$ cat config.mk
export PLATFORM = sky130hd
export DESIGN_NAME = deadlock_idx0_monitor_flat
export DESIGN_NICKNAME = d
export VERILOG_FILES = /design/src/rtl/deadlock_idx0_monitor_pkg.sv /design/src/rtl/deadlock_idx0_monitor_if.sv /design/src/rtl/deadlock_idx0_monitor_proc_status.sv /design/src/rtl/deadlock_idx0_monitor.sv /design/src/flat_wrapper.sv
export SDC_FILE = /design/constraint.sdc
export NUM_CORES = 1
export LEC_CHECK = 0
export CAP_MARGIN = 0
export CORE_AREA = 2 2 39 41
export DETAILED_ROUTE_END_ITERATION = 10
export DIE_AREA = 0 0 41 43
export GPL_ROUTABILITY_DRIVEN = 0
export PLACE_DENSITY = 0.43
export SLEW_MARGIN = 0
export SYNTH_ARGS = -nofsm -noshare
export SYNTH_HDL_FRONTEND = slang
export SYNTH_SLANG_ARGS = --single-unit
$ cat constraint.sdc
create_clock -name clock -period 3.5 [get_ports clock]
set_input_delay 0.35 -clock clock [delete_from_list [all_inputs] [get_ports clock]]
set_output_delay 0.35 -clock clock [all_outputs]
set_load 0.03 [all_outputs]
$ cat src/rtl/deadlock_idx0_monitor_pkg.sv
// Shared defaults and index helpers for the dataflow-region deadlock monitor.
// Imported by the interface, the per-process decoder and the top.
package deadlock_mon_pkg;
    localparam int N_PROC_DEF          = 2;
    localparam int N_IDLE_DEF          = 2 * N_PROC_DEF + 1;
    localparam int STALL_THRESHOLD_DEF = 16;
    localparam int CNT_W_DEF           = 5;

    function automatic int idx_secondary_idle(input int i, input int n_proc);
        return n_proc + 1 + i;
    endfunction
endpackage

$ cat src/rtl/deadlock_idx0_monitor_if.sv
// Probe bundle: per-process stall/idle flags in, deadlock indication out.
// The master side is the probed region, the slave side is the monitor.
interface deadlock_idx0_monitor_if
    import deadlock_mon_pkg::*;
#(
    parameter int N_PROC = N_PROC_DEF,
    parameter int N_IDLE = N_IDLE_DEF
) ();
    logic [N_PROC-1:0] axis_block_sigs;
    logic [N_IDLE-1:0] inst_idle_sigs;
    logic [N_PROC-1:0] inst_block_sigs;
    logic              block;

    modport master (
        output axis_block_sigs,
        output inst_idle_sigs,
        output inst_block_sigs,
        input  block
    );

    modport slave (
        input  axis_block_sigs,
        input  inst_idle_sigs,
        input  inst_block_sigs,
        output block
    );
endinterface

$ cat src/rtl/deadlock_idx0_monitor_proc_status.sv
// Per-process decode: stalled, and quiet (stalled or idle in both views).
// Idle only counts when the primary and secondary idle views agree.
module deadlock_proc_status (
    input  logic axis_block,
    input  logic inst_block,
    input  logic idle_primary,
    input  logic idle_secondary,
    output logic stalled,
    output logic quiet
);
    logic idle;

    assign stalled = axis_block | inst_block;
    assign idle    = idle_primary & idle_secondary;
    assign quiet   = stalled | idle;
endmodule

$ cat src/rtl/deadlock_idx0_monitor.sv
// Deadlock detector for a two-process dataflow region: block asserts after
// STALL_THRESHOLD consecutive cycles of all-quiet with at least one stall.
module deadlock_idx0_monitor
    import deadlock_mon_pkg::*;
#(
    parameter int N_PROC          = N_PROC_DEF,
    parameter int N_IDLE          = N_IDLE_DEF,
    parameter int STALL_THRESHOLD = STALL_THRESHOLD_DEF,
    parameter int CNT_W           = CNT_W_DEF
) (
    input  logic                    clock,
    input  logic                    reset,
    deadlock_idx0_monitor_if.slave  bus
);
    localparam logic [CNT_W-1:0] THR_M1 = CNT_W'(STALL_THRESHOLD - 1);

    logic [N_PROC-1:0] stalled;
    logic [N_PROC-1:0] quiet;
    logic              region_idle;
    logic              dl_cond;
    logic [CNT_W-1:0]  cnt;
    logic              block_q;

    for (genvar i = 0; i < N_PROC; i++) begin : g_proc
        deadlock_proc_status u_status (
            .axis_block     (bus.axis_block_sigs[i]),
            .inst_block     (bus.inst_block_sigs[i]),
            .idle_primary   (bus.inst_idle_sigs[i]),
            .idle_secondary (bus.inst_idle_sigs[idx_secondary_idle(i, N_PROC)]),
            .stalled        (stalled[i]),
            .quiet          (quiet[i])
        );
    end

    // A finished region is never a deadlock, whatever the stall flags say.
    assign region_idle = bus.inst_idle_sigs[N_PROC];
    assign dl_cond     = (&quiet) & (|stalled) & ~region_idle;

    always_ff @(posedge clock or negedge reset) begin
        if (!reset) begin
            cnt     <= '0;
            block_q <= 1'b0;
        end else if (!dl_cond) begin
            cnt     <= '0;
            block_q <= 1'b0;
        end else if (cnt < THR_M1) begin
            cnt     <= cnt + 1'b1;
        end else begin
            block_q <= 1'b1;
        end
    end

    assign bus.block = block_q;
endmodule

$ cat src/flat_wrapper.sv
// flat-port wrapper written by rule: the top's interface ports become plain ports
module deadlock_idx0_monitor_flat import deadlock_mon_pkg::*;
#(
    parameter int N_PROC          = N_PROC_DEF,
    parameter int N_IDLE          = N_IDLE_DEF,
    parameter int STALL_THRESHOLD = STALL_THRESHOLD_DEF,
    parameter int CNT_W           = CNT_W_DEF
)
  (clock, reset, bus_axis_block_sigs, bus_inst_idle_sigs, bus_inst_block_sigs, bus_block);
  deadlock_idx0_monitor_if #(.N_PROC(N_PROC), .N_IDLE(N_IDLE)) bus_i ();
  input  logic clock;
  input  logic reset;
  input wire logic [$bits(bus_i.axis_block_sigs)-1:0] bus_axis_block_sigs;
  input wire logic [$bits(bus_i.inst_idle_sigs)-1:0] bus_inst_idle_sigs;
  input wire logic [$bits(bus_i.inst_block_sigs)-1:0] bus_inst_block_sigs;
  output wire logic [$bits(bus_i.block)-1:0] bus_block;
  assign bus_i.axis_block_sigs = bus_axis_block_sigs;
  assign bus_i.inst_idle_sigs = bus_inst_idle_sigs;
  assign bus_i.inst_block_sigs = bus_inst_block_sigs;
  assign bus_block = bus_i.block;
  deadlock_idx0_monitor #(.N_PROC(N_PROC), .N_IDLE(N_IDLE), .STALL_THRESHOLD(STALL_THRESHOLD), .CNT_W(CNT_W)) u_core (.clock(clock), .reset(reset), .bus(bus_i));
endmodule
Yosys cells after proc, flatten, opt, wreduce, memory -nomap -nowiden:

Index checks and enable logic that the tools add are counted.

* add/sub/neg operators: 1
* magnitude comparators: 1
* equality and inequality tests: 2
* multiplexer cells: 4
* bitwise operators: 9
* reduce and logical (&&, ||, !) cells: 2

Operators by type and width (count)
* $mux 5: 2
* $add 5x1->5 const B: 1
* $lt 5x4->1 const B: 1
* $and 1x1->1: 4
* $ne 2x2->1 const B: 2
* $or 1x1->1: 4
* $mux 1: 2
* $reduce_and 2->1: 1
* $reduce_or 2->1: 1
* $not 1->1: 1

* flip-flop bits (word level): 6
* input port bits: 11
* output and inout bits: 1
* word-level logic and storage cells: 21

Depth between registers and ports, before layout:

Gate-level depths: netlist of run 1.

* word-level depth: 6
* depth in mapped cells: 4
* gate-level depth less buffers: 4

Cells and area by module:

A second synthesis of run 1 with hierarchy kept.

* cells, all modules: 31
* area total of the unflattened synthesis: 321.6 µm²

By module, submodules not included
* deadlock_idx0_monitor: instances 1, cells each 27, area each 291.5 µm², sequential area each 150.1 µm²
* deadlock_proc_status: instances 2, cells each 2, area each 15.0 µm², sequential area each 0.0 µm²

Worst setup path after synthesis of run 1:

OpenSTA, ideal clock, no wires.

* path type: reg2reg
* start point: register u_core.cnt[0]
* end point: register u_core.cnt[1]
* library setup time: 0.124 ns
* arrival: 1.020 ns
* required time: 3.376 ns
* slack: 2.356 ns
* stages on the path, launching flop included: 5
* path buffers: 0
* clock period less this slack: 1.144 ns
* path through: dfrtp_1 > ha_1 > nor2b_1 > a211oi_1 > nor2_1

* word-level cells in the longest chain between the ends: 3
* elaborated cells on any way between the ends: 5
* those cells by class: add/sub (1); order compare (1); eq/ne (1); mux (2)

Ends and longest elaborated chain
* start, declared: RTL line deadlock_idx0_monitor.sv:21 `logic [CNT_W-1:0] cnt;`
* start signal, assigned: RTL line deadlock_idx0_monitor.sv:47 `cnt <= cnt + 1'b1;`
* $add 5x1->5: RTL line deadlock_idx0_monitor.sv:47
* $mux 5: RTL line deadlock_idx0_monitor.sv:46 `end else if (cnt < THR_M1) begin`
* $mux 5: RTL line deadlock_idx0_monitor.sv:43 `end else if (!dl_cond) begin`

Parallel ways exist; a longest one is shown, timed or not. The select of a mux whose other input is x is not followed.
A chain may end at the register's enable or synchronous reset.

Worst setup path after layout of run 1:

* start point: register u_core.block_q, in the netlist u_core.bus.block
* end point: output port bus_block

RTL lines
* start, declared: RTL line deadlock_idx0_monitor.sv:22 `logic block_q;`
* start signal, assigned: RTL line deadlock_idx0_monitor.sv:42 `block_q <= 1'b0;`
* start signal, assigned: RTL line deadlock_idx0_monitor.sv:45 `block_q <= 1'b0;`
* start signal, assigned: RTL line deadlock_idx0_monitor.sv:49 `block_q <= 1'b1;`
* end, declared: RTL line flat_wrapper.sv:16 `output wire logic [$bits(bus_i.block)-1:0] bus_block;`

No word-level cell between the ends.

==> flow_summary.yaml, run 1 <==
timing:
  worst_hold_slack_ps: 349.1
  fmax_mhz: 629.2
  timing.slew.headroom: 0.7968
  hold_violations: 0
  fin_crit_ps: 1589
  finalClockSkew_ps: 2.397
  grt_setup_unrepaired: "false"
  tightest_slew_ps: 303.9
  tns_ps: 0
  maxSlewViolCount: 0
  timing.final.crit_share: 0.4541
  setup_viol: 0
logic_synthesis:
  synthArstFlopShare: 1.000
  ys_top_cells_by_area: "dfrtp_1, nor2_1, a211oi_1"
  synth-seq-cells: 6
  ys_types: 16
  ys_warn_count: 0
  syn_nets: 42
  synthFlopType: "dfrtp_1"
  synth_top_area_share: 0.5000
  synth-edff-count: 0
  ys_top_cells_by_count: "dfrtp_1, nor2_1"
  syn_area_per_cell_um2: 10.01
  ys_seq_area_frac: 0.5000
  syn_inst: 30
  netlist_area_um2: 300.3
  synth_top_area_cell: "dfrtp_1"
critical_path:
  critical_path_class: "reg -> out"
  crit_slowest_cell: "clkdlybuf4s50_1"
  rrSetupSlack_ps: 2270
  critPathMaxStageDelay_ps: 670
  path_buf_inv: 1
  cp_top_family: "buffers and inverters"
  r2r-start: "u_core.cnt[0]"
  r2r_end: "u_core.cnt[1]"
  end_kind: "output port"
  critPathMaxFanout: 2
  reg2reg_depth: 4
  cp-start-kind: "flip-flop"
  crit_chain: "clkdlybuf4s50_1"
  cp.arrival_ps: 1240
  worstPathRequired_ps: 3150
global_route:
  grt_pass1_vias: 281
  grt.total_usage: 0.1040
  grt_max_degree: 7
  grt_overflow: 0
  grt_pass1_wl_um: 1131
  antenna_found_initial: 0
clocking:
  cts_setup_buffers: 0
  cts_made_buffers: 3
  clock_path_buffers: 2
  cts_tree: "yes"
  clk-insertion-delay-late_ps: 240
  htreeDepth: 1
  cts_sinks: 6
  hold_buffers: 0
  cts_resized: 0
  cts_root_buf: "clkbuf_4"
  clkTransAtPathRegs_ps: 40
drt:
  drc: 0
  dr.pass1.iters: 2
  vias_per_cell: 4.600
  ant_nets: 0
  vias: 276
  drtIter0Drc: 2
  routedWlPerCell_um: 9.717
  routed_wl_um: 583
die:
  initial_core_util: 0.2170
  die_x_um: 41
  rows: 14
  die_y_um: 43
  core-area_um2: 1384
  dieArea_um2: 1763
  pin_count: 12
pwr:
  p_int_uw: 124.4
  fin_total_pwr_uw: 157.7
  p_sw_uw: 33.30
  powerDensity_nw_per_um2: 348.1
  p_leak_uw: 0.0001863
  irDropWorstVdd_v: 0.0001232
  sequentialPowerShare: 0.474
  netSwitchingFraction: 0.2112
  clkPwrFrac: 0.390
  p_comb_frac: 0.136
hold_path:
  worstHoldPathType: "in -> async"
placed_design:
  hpwl_um: 493.9
  portBuffers: 11
  placedCellCount: 57
  place_area_um2: 430.4
layout:
  drive_gt1_frac: 0.1136
  fin_area_um2: 452.9
  final_cells: 60
  num_antenna_cells: 0
  layout.nets: 58
  area_growth_pct: 50.83
job:
  drv_cap: 0
status:
  status: "finished clean"
-- cell type report --
class / count / area (µm²)
Fill cell: 143 / 930.9
Sequential cell: 6 / 150.1
Multi-Input combinational cell: 23 / 146.4
Timing Repair Buffer: 11 / 110.1
Clock buffer: 3 / 22.52
Tap cell: 16 / 20.02
Inverter: 1 / 3.754
-- per-layer routing --
layer | share of wire | vias up | global-route usage
li1 | - | 141 | -
met2 | 0.48 | 10 | 0.1281
met5 | 0 | - | 0
met4 | 0 | 0 | 0.08000
met3 | 0.079 | 0 | 0.06283
met1 | 0.44 | 125 | 0.1246
-- sequential cells by signal (all words and copies together), names as in the netlist --
signal	count
u_core.bus.block	1
u_core.cnt	5
-- cells by family after synthesis --
logic type / count (synthesis) / share of synthesized area
simple gates: 14 / 0.2375
compound gates: 8 / 0.2083
flops: 6 / 0.5000
buf+inv: 1 / 0.01249
fa+ha+maj: 1 / 0.04166
-- placed cells by master, fill, tap and decap left out, types with 2 or more instances in the layout --
master,count
a211oi_1,2
nand2_1,2
a21oi_1,2
nor3_1,2
clkdlybuf4s50_1,11
nor2_1,6
clkbuf_4,3
dfrtp_1,6
-- through the flow --
| step | setup WS [ps] | utilization |
|---|---|---|
| floorplan | 2356 | - |
| finish | 1911 | 0.3273 |
| global placement | 1932 | 0.3110 |
| CTS | 1895 | 0.3273 |
| detailed placement | 1892 | 0.3110 |
| global route | 1856 | 0.3273 |
-- worst max-delay path by stage --
stage	from	slack (ps)	to	cells past startpoint
after global routing	u_core.bus.block	1860	bus_block	1
after CTS	u_core.bus.block	1890	bus_block	1
after floorplan	u_core.cnt[0]	2360	u_core.cnt[1]	4
after detailed placement	bus_inst_block_sigs[1]	1890	u_core.cnt[0]	4
after global placement	bus_inst_block_sigs[1]	1930	u_core.cnt[0]	4
final	u_core.bus.block	1910	bus_block	1
-- power groups by stage --
stage / clock network, µW / logic, µW / registers (µW)
6_report: 61.5 / 21.5 / 74.7
5_1_grt: 73.2 / 23.9 / 75.2
4_1_cts: 64.1 / 21.9 / 74.7
3_5_place_dp: 0 / 21.7 / 75.7
3_3_place_gp: 0 / 21.7 / 75.6
2_1_floorplan: 0 / 7.67 / 74.9
No activity file was read; power rests on OpenSTA's default activity.
==> inputs of run 2 (changes only) <==
- PLACE_DENSITY: 0.43 -> 0.45
- clock period: 3.5 -> 1.3 ns (I/O delays scaled with it)
==> run 2 against run 1 <==
Clock skew down 1.7 ps. Sequential share of layout area is 0.45 points lower. Combinational power increased to 3.0 times the previous value. Critical path depth grew 3. Clock power grew to 2.7 times the previous value. Critical endpoint is now u_core.cnt[1]. Non-clock buffer count rose by 1.
==> flow_summary.yaml, run 2 (synthesized netlist as in run 1, its figures left out) <==
timing:
  hold_violations: 0
  fin_ws_ps: 95.15
  fin_crit_ps: 1205
  timing.slew.headroom: 0.7928
  timing.final.crit_share: 0.9268
  tightest_slew_ps: 312.1
  finalClockSkew_ps: 0.6961
  fmax_mhz: 830.0
  setup_viol: 0
  maxSlewViolCount: 0
  grt_setup_unrepaired: "false"
critical_path:
  cp.arrival_ps: 1320
  reg2reg_depth: 4
  path_buf_inv: 0
  r2r-start: "u_core.cnt[1]"
  cp-start-kind: "flip-flop"
  critPathMaxStageDelay_ps: 410
  critPathMaxFanout: 5
  cp_top_family: "flip-flops"
  crit_slowest_cell: "dfrtp_1"
  rrSetupSlack_ps: 100
  worstPathRequired_ps: 1420
  critical_path_class: "reg -> reg"
  end_kind: "flip-flop"
  r2r_end: "u_core.cnt[1]"
  crit_chain: "ha_1 -> nor2b_1 -> a211oi_1 -> nor2_1"
die:
  rows: 14
  initial_core_util: 0.2170
  die_y_um: 43
  dieArea_um2: 1763
  core-area_um2: 1384
  pin_count: 12
  die_x_um: 41
layout:
  final_cells: 61
  drive_gt1_frac: 0.1333
  largest_reg_flops: 5
  num_antenna_cells: 0
  layout_common_cells: "clkdlybuf4s50_1, nor2_1, dfrtp_1"
  mostFrequentLayoutCell: "clkdlybuf4s50_1"
  area_growth_pct: 52.92
  layout.nets: 59
  regMostFlops: "u_core.cnt"
drt:
  vias: 286
  dr.pass1.iters: 1
  ant_nets: 0
  routed_wl_um: 674
  drtIter0Drc: 0
  vias_per_cell: 4.689
  drc: 0
  routedWlPerCell_um: 11.05
global_route:
  grt_max_degree: 7
  antenna_found_initial: 0
  grt_pass1_wl_um: 1276
  grt_pass1_vias: 321
  grt.total_usage: 0.1105
  grt_overflow: 0
status:
  status: "finished clean"
clocking:
  clk-insertion-delay-late_ps: 240
  clkTransAtPathRegs_ps: 40
  htreeDepth: 1
  cts_root_buf: "clkbuf_4"
  cts_tree: "yes"
  cts_made_buffers: 3
  hold_buffers: 0
  clock_path_buffers: 2
  cts_sinks: 6
job:
  drv_cap: 0
pwr:
  irDropWorstVdd_v: 0.0004179
  p_leak_uw: 0.0001963
  powerDensity_nw_per_um2: 934.8
  fin_total_pwr_uw: 429.3
placed_design:
  placedCellCount: 58
  pre_cts_ws_ps: -90.05
  hpwl_um: 584
  portBuffers: 11
hold_path:
  worstHoldPathType: "in -> async"
## run 2: cell count changes in the layout (fill, tap and decap cells not counted), sizes merged
| cell | before | now |
|---|---|---|
| dlygate4sd2 | 0 | 1 |
| clkdlybuf4s50 | 11 | 10 |
| buf | 0 | 1 |
## run 2: what timing repair did
action / in CTS / in global routing
buffers inserted: 0 / 0
resized for setup: 1 / 0
hold endpoints to repair: 0 / 0
endpoints found under the setup margin: 1 / 0
## run 2: power breakdown
group	internal (µW)	switching (µW)	total [µW]	leakage [µW]
logic	41.2	23.6	64.8	0.000100
clock network	104	62.2	166	0.0000138
registers	193	5.15	198	0.0000824
## run 2: worst max path at each step
stage	from	endpoint	slack, ps	cells past startpoint
after floorplan	u_core.cnt[0]	u_core.cnt[1]	160	4
after global placement	bus_inst_block_sigs[1]	u_core.cnt[2]	-50	4
after detailed placement	bus_inst_block_sigs[1]	u_core.cnt[2]	-90	4
after CTS	u_core.cnt[1]	u_core.cnt[1]	100	4
after global routing	u_core.cnt[1]	u_core.cnt[1]	50	4
final	u_core.cnt[1]	u_core.cnt[1]	100	4
## run 2: stage by stage
stage                     hold WS [ps]  area [µm²]  setup TNS (ps)    util
final                            128.7       459.2               0  0.3318
after global routing             146.3       459.2               0  0.3318
after CTS                        129.0       459.2               0  0.3318
after detailed placement         392.4       437.9          -247.9  0.3165
after global placement           387.2       437.9          -112.1  0.3165
after floorplan                 -165.6       300.3               0       -
## run 2: final cells by class
| type | instances | area [µm²] |
|---|---|---|
| sequential | 6 | 150.1 |
| tap | 16 | 20.02 |
| timing repair buffer | 12 | 116.4 |
| inverter | 1 | 3.754 |
| clock buffer | 3 | 22.52 |
| fill | 149 | 924.6 |
| multi-input combinational | 23 | 146.4 |
## run 2: routing by layer
layer	up-vias	wire [µm]	track usage
met1	131	269	0.1296
met5	-	0	0
met3	0	31	0.03141
met2	10	373	0.1625
li1	145	-	-
met4	0	0	0.08000
==> edit 1, RTL diff (settings of run 2) <==
The package constant `CNT_W_DEF` goes from 5 to 7.
--- a/src/rtl/deadlock_idx0_monitor_pkg.sv
+++ b/src/rtl/deadlock_idx0_monitor_pkg.sv
@@ -4,7 +4,7 @@
     localparam int N_PROC_DEF          = 2;
     localparam int N_IDLE_DEF          = 2 * N_PROC_DEF + 1;
     localparam int STALL_THRESHOLD_DEF = 16;
-    localparam int CNT_W_DEF           = 5;
+    localparam int CNT_W_DEF           = 7;
 
     function automatic int idx_secondary_idle(input int i, input int n_proc);
         return n_proc + 1 + i;
Behaviour: same outputs for any inputs over 10 cycles, from zero or initial values and one cycle with reset low; that may be too few to reach the edited logic, so the function may still have changed.
==> edit 1 against run 2 <==
Sequential cell count is 2 higher; critical endpoint is now u_core.cnt[2]$_DFFE_PN0P_; wire length is 49% higher; worst setup slack got worse by 0.13 ns; total power rose by 20%; non-clock buffer count rose by 3; largest power group unchanged; the flow now finishes with violations (setup timing); combinational power down 8.0%; critical path depth shrank 1; highest routed layer unchanged; cell area is 26% higher; die area unchanged; area after synthesis up 26%.
==> edit 1: results (changes against run 2) <==
[logic_synthesis]
synthAdderAreaFrac=0.0331  ; was 0.0417
ys_top_cells_by_count=dfrtp_1 (8), nor2_1 (6), a21oi_1 (3), inv_1 (3)  ; was dfrtp_1 (6), nor2_1 (6)
syn_inst=38  ; was 30
yosys.cell_types.count=20  ; was 16
synth-compound-area-share=0.189  ; was 0.208

[power_and_ir_drop]
combPwrFrac=0.115  ; was 0.151
p_leak_nw=0.252  ; was 0.196 nW
swShare=0.230  ; was 0.212
clock_power_share=0.377  ; was 0.387
pg_comb_w=0.0000596  ; was 0.0000648 W

[route]
first_pass_iters=4  ; was 1
dr_wl_met3_microns=26  ; was 31 microns
met2_length_microns=621  ; was 373 microns
drt-vias-per-instance=5.14  ; was 4.69
routedWlPerCell_microns=13.9  ; was 11.0 microns
drt_iter0_markers=11  ; was 0

[sta]
setup_viol=1  ; was 0
setup_slack_ns=-0.0384  ; was 0.0952 ns

[grt]
track_usage=0.150  ; was 0.111
grt_util_met2=0.241  ; was 0.163
grt_pass1_vias=401  ; was 321
use_met1=0.155  ; was 0.130

[placement]
dp_worst_setup_slack_ns=-0.0838  ; was -0.0900 ns
numPlacedInstances=68  ; was 58

[status]
failed_checks=setup timing
status=finished with violations  ; was finished, final reports clean

[clock_network]
clkSlewWorstSetupHoldPaths_ns=0.06  ; was 0.04 ns

[layout]
layout.nets=70  ; was 59
fillers=132  ; was 149

[edit 1: changes by cell type after synthesis, sizes merged, moves of 2 or more]
| cell | change |
|---|---|
| inv | +2 |
| nand2 | -2 |
| o21ai | +2 |
| or3 | +2 |
| dfrtp | +2 |
| a211oi | -2 |
[edit 1: critical path, cell delays in order (launching register included)]
cell and delay, ns:
dfrtp_1 0.38, or3_4 0.41, or3_4 0.34, a21oi_2 0.13
[edit 1: path summary, 6_finish.rpt]
path | from | to | slack (ns) | cells after the start
worst max-delay path | u_core.cnt[4]$_DFFE_PN0P_ | u_core.cnt[2]$_DFFE_PN0P_ | -0.04 | 3
worst min-delay path | reset | u_core.bus.block$_DFFE_PN0P_ | 0.15 | 1
worst max register to register | u_core.cnt[4]$_DFFE_PN0P_ | u_core.cnt[2]$_DFFE_PN0P_ | -0.04 | 3
worst min register to register | u_core.bus.block$_DFFE_PN0P_ | u_core.bus.block$_DFFE_PN0P_ | 0.51 | 2
max in group asynchronous | reset | u_core.cnt[5]$_DFFE_PN0P_ | 0.89 | 1
min in group clock | u_core.bus.block$_DFFE_PN0P_ | u_core.bus.block$_DFFE_PN0P_ | 0.51 | 2
[edit 1: metrics by stage]
step	hold WS (ns)	utilization	cell area (sq um)
floorplan	-0.166	-	378
global placement	0.429	0.383	531
detailed placement	0.425	0.383	531
CTS	0.152	0.410	568
global route	0.163	0.417	577
finish	0.149	0.417	577
[edit 1: layout make-up]
| type | count | share of cell area |
|---|---|---|
| repair buffers | 15 | 0.241 |
| inverters | 3 | 0.0195 |
| well taps | 16 | 0.0347 |
| flip-flops and latches | 8 | 0.347 |
| clock buffers | 3 | 0.0390 |
| multi-input cells | 27 | 0.319 |
[edit 1: what timing repair did]
item	CTS	global route
resized for setup	3	3
buffers inserted	1	0
setup endpoints to repair	2	3
pin swaps	2	1
==> edit 2, RTL diff (flow settings as in run 2) <==
Made on the original files. Make the reset (`reset`) synchronous in one clocked block.
--- a/src/rtl/deadlock_idx0_monitor.sv
+++ b/src/rtl/deadlock_idx0_monitor.sv
@@ -36,7 +36,7 @@
     assign region_idle = bus.inst_idle_sigs[N_PROC];
     assign dl_cond     = (&quiet) & (|stalled) & ~region_idle;
 
-    always_ff @(posedge clock or negedge reset) begin
+    always_ff @(posedge clock) begin
         if (!reset) begin
             cnt     <= '0;
             block_q <= 1'b0;
Check against the original RTL: same outputs for any inputs over 10 cycles, from zero or initial values and one cycle with reset low; that may be too few to reach the edited logic, so the function may still have changed.
==> edit 2 against run 2 <==
Combinational power shrank 29%; wire length shrank 5.2%; fmax shrank 1.5%; area after synthesis shrank 9.2%; cell area shrank 6.5%; register-to-register slack gained 0.15 ns; sequential cell count is the same; total power shrank 6.1%; worst setup slack lost 0.019 ns; largest power group unchanged.
==> edit 2: results (changes against run 2) <==
[status]
status=finished, final reports clean  ; unchanged

[route]
drt-vias-per-instance=4.75  ; was 4.69
met2_length_microns=270  ; was 373 microns
vias=290  ; was 286
wl_met1_microns=270  ; was 269 microns
first_pass_iters=2  ; was 1
routedWlPerCell_microns=10.5  ; was 11.0 microns
dr_wl_met3_microns=99  ; was 31 microns
drt_iter0_markers=2  ; was 0

[power_and_ir_drop]
power_w=0.000403  ; was 0.000429 W
swShare=0.196  ; was 0.212
irDropWorstVdd_v=0.000401  ; was 0.000418 V
pg_seq_w=0.000192  ; was 0.000198 W
clock_power_share=0.411  ; was 0.387
p_leak_nw=0.151  ; was 0.196 nW

[critical_path]
path_max_fanout=6  ; was 5
worst-r2r-cell-count=3  ; was 4
crit_arrival_ns=1.38  ; was 1.32 ns
critPathMaxStageDelay_ns=0.48  ; was 0.41 ns
critPathTopFamily=compound AO/OA/AOI/OAI gates  ; was flip-flops
rr_endpoint=u_core.cnt[2]$_SDFFE_PN0N_  ; was u_core.cnt[1]$_DFFE_PN0P_
cp-startpoint=bus_inst_block_sigs[1]  ; was u_core.cnt[1]$_DFFE_PN0P_
reg2reg_from=u_core.cnt[1]$_SDFFE_PN0N_  ; was u_core.cnt[1]$_DFFE_PN0P_
crit_slowest_cell=clkdlybuf4s50_1  ; was dfrtp_1
rrSetupSlack_ns=0.25  ; was 0.1 ns
crit_end=u_core.cnt[0]$_SDFFE_PN0N_  ; was u_core.cnt[1]$_DFFE_PN0P_

[logic_synthesis]
ys_top_cells_by_count=dfxtp_1 (6), a21oi_1 (4), nor2_1 (4)  ; was dfrtp_1 (6), nor2_1 (6)
async_reset_ff_frac=0  ; was 1.00
yosysWarningCount=0  ; unchanged
syn_nets=43  ; was 42
yosys.cell_types.count=16  ; unchanged
ys_seq_area_frac=0.440  ; was 0.500
synth_flop_cell=dfxtp_1  ; was dfrtp_1
synth.area.top_cells=dfxtp_1 (44%), a21oi_1 (7.3%), a211oi_1 (5.5%)  ; was dfrtp_1 (50%), nor2_1 (7.5%), a211oi_1 (5.0%)
syn_inst=31  ; was 30

[grt]
grt_use_met3=0.0681  ; was 0.0314
grt_pass1_wl_microns=979  ; was 1280 microns
grt_max_degree=8  ; was 7
use_met1=0.0932  ; was 0.130
grt_util_met2=0.125  ; was 0.163
grt_pass1_vias=269  ; was 321
track_usage=0.0884  ; was 0.111

[layout]
layout.nets=59  ; unchanged
drive_gt1_frac=0.0889  ; was 0.133
diodes=0  ; unchanged
largest_register=u_core.cnt  ; unchanged

[placement]
dpl.hpwl_microns=517  ; was 584 microns
dp_worst_setup_slack_ns=-0.241  ; was -0.0900 ns
numPlacedInstances=58  ; unchanged
placed_area_sq_um=403  ; was 438 sq um

[worst_hold_path]
hold_start=u_core.bus.block$_SDFFE_PN0P_
hp-class=reg -> reg  ; was in -> async
worstHoldPathCells=2

[clock_network]
cts_buffers=3  ; unchanged

[sta]
finalClockSkew_ns=0.00177  ; was 0.000696 ns
tightest_slew_ns=0.296  ; was 0.312 ns
finalCritPeriodShare=0.941  ; was 0.927
hold-worst-slack_ns=0.496  ; was 0.129 ns

[edit 2: cell count changes after synthesis, moves of 2 or more]
cell and change:
dfrtp_1 -6, dfxtp_1 +6, a21oi_1 +2, inv_1 +2, nor2_1 -2
[edit 2: cell type report]
class | count | area [sq um]
fill | 142 | 955
multi-input combinational | 22 | 146
sequential | 6 | 120
timing repair buffer | 11 | 109
clock buffer | 3 | 22.5
tap | 16 | 20.0
inverter | 3 | 11.3
[edit 2: kinds of logic after synthesis]
| logic type | synth area share |
|---|---|
| AO/OA/AOI/OAI | 0.252 |
| AND/OR/NAND/NOR | 0.183 |
| flip-flops | 0.440 |
| buffers and inverters | 0.0413 |
| multiplexers | 0.0367 |
| adder cells (fa/ha/maj) | 0.0459 |
[edit 2: timing repair]
item | in CTS | in global routing
pin swaps | 0 | 2
gates resized for setup | 1 | 1
setup buffers | 0 | 0
setup endpoints to repair | 1 | 2
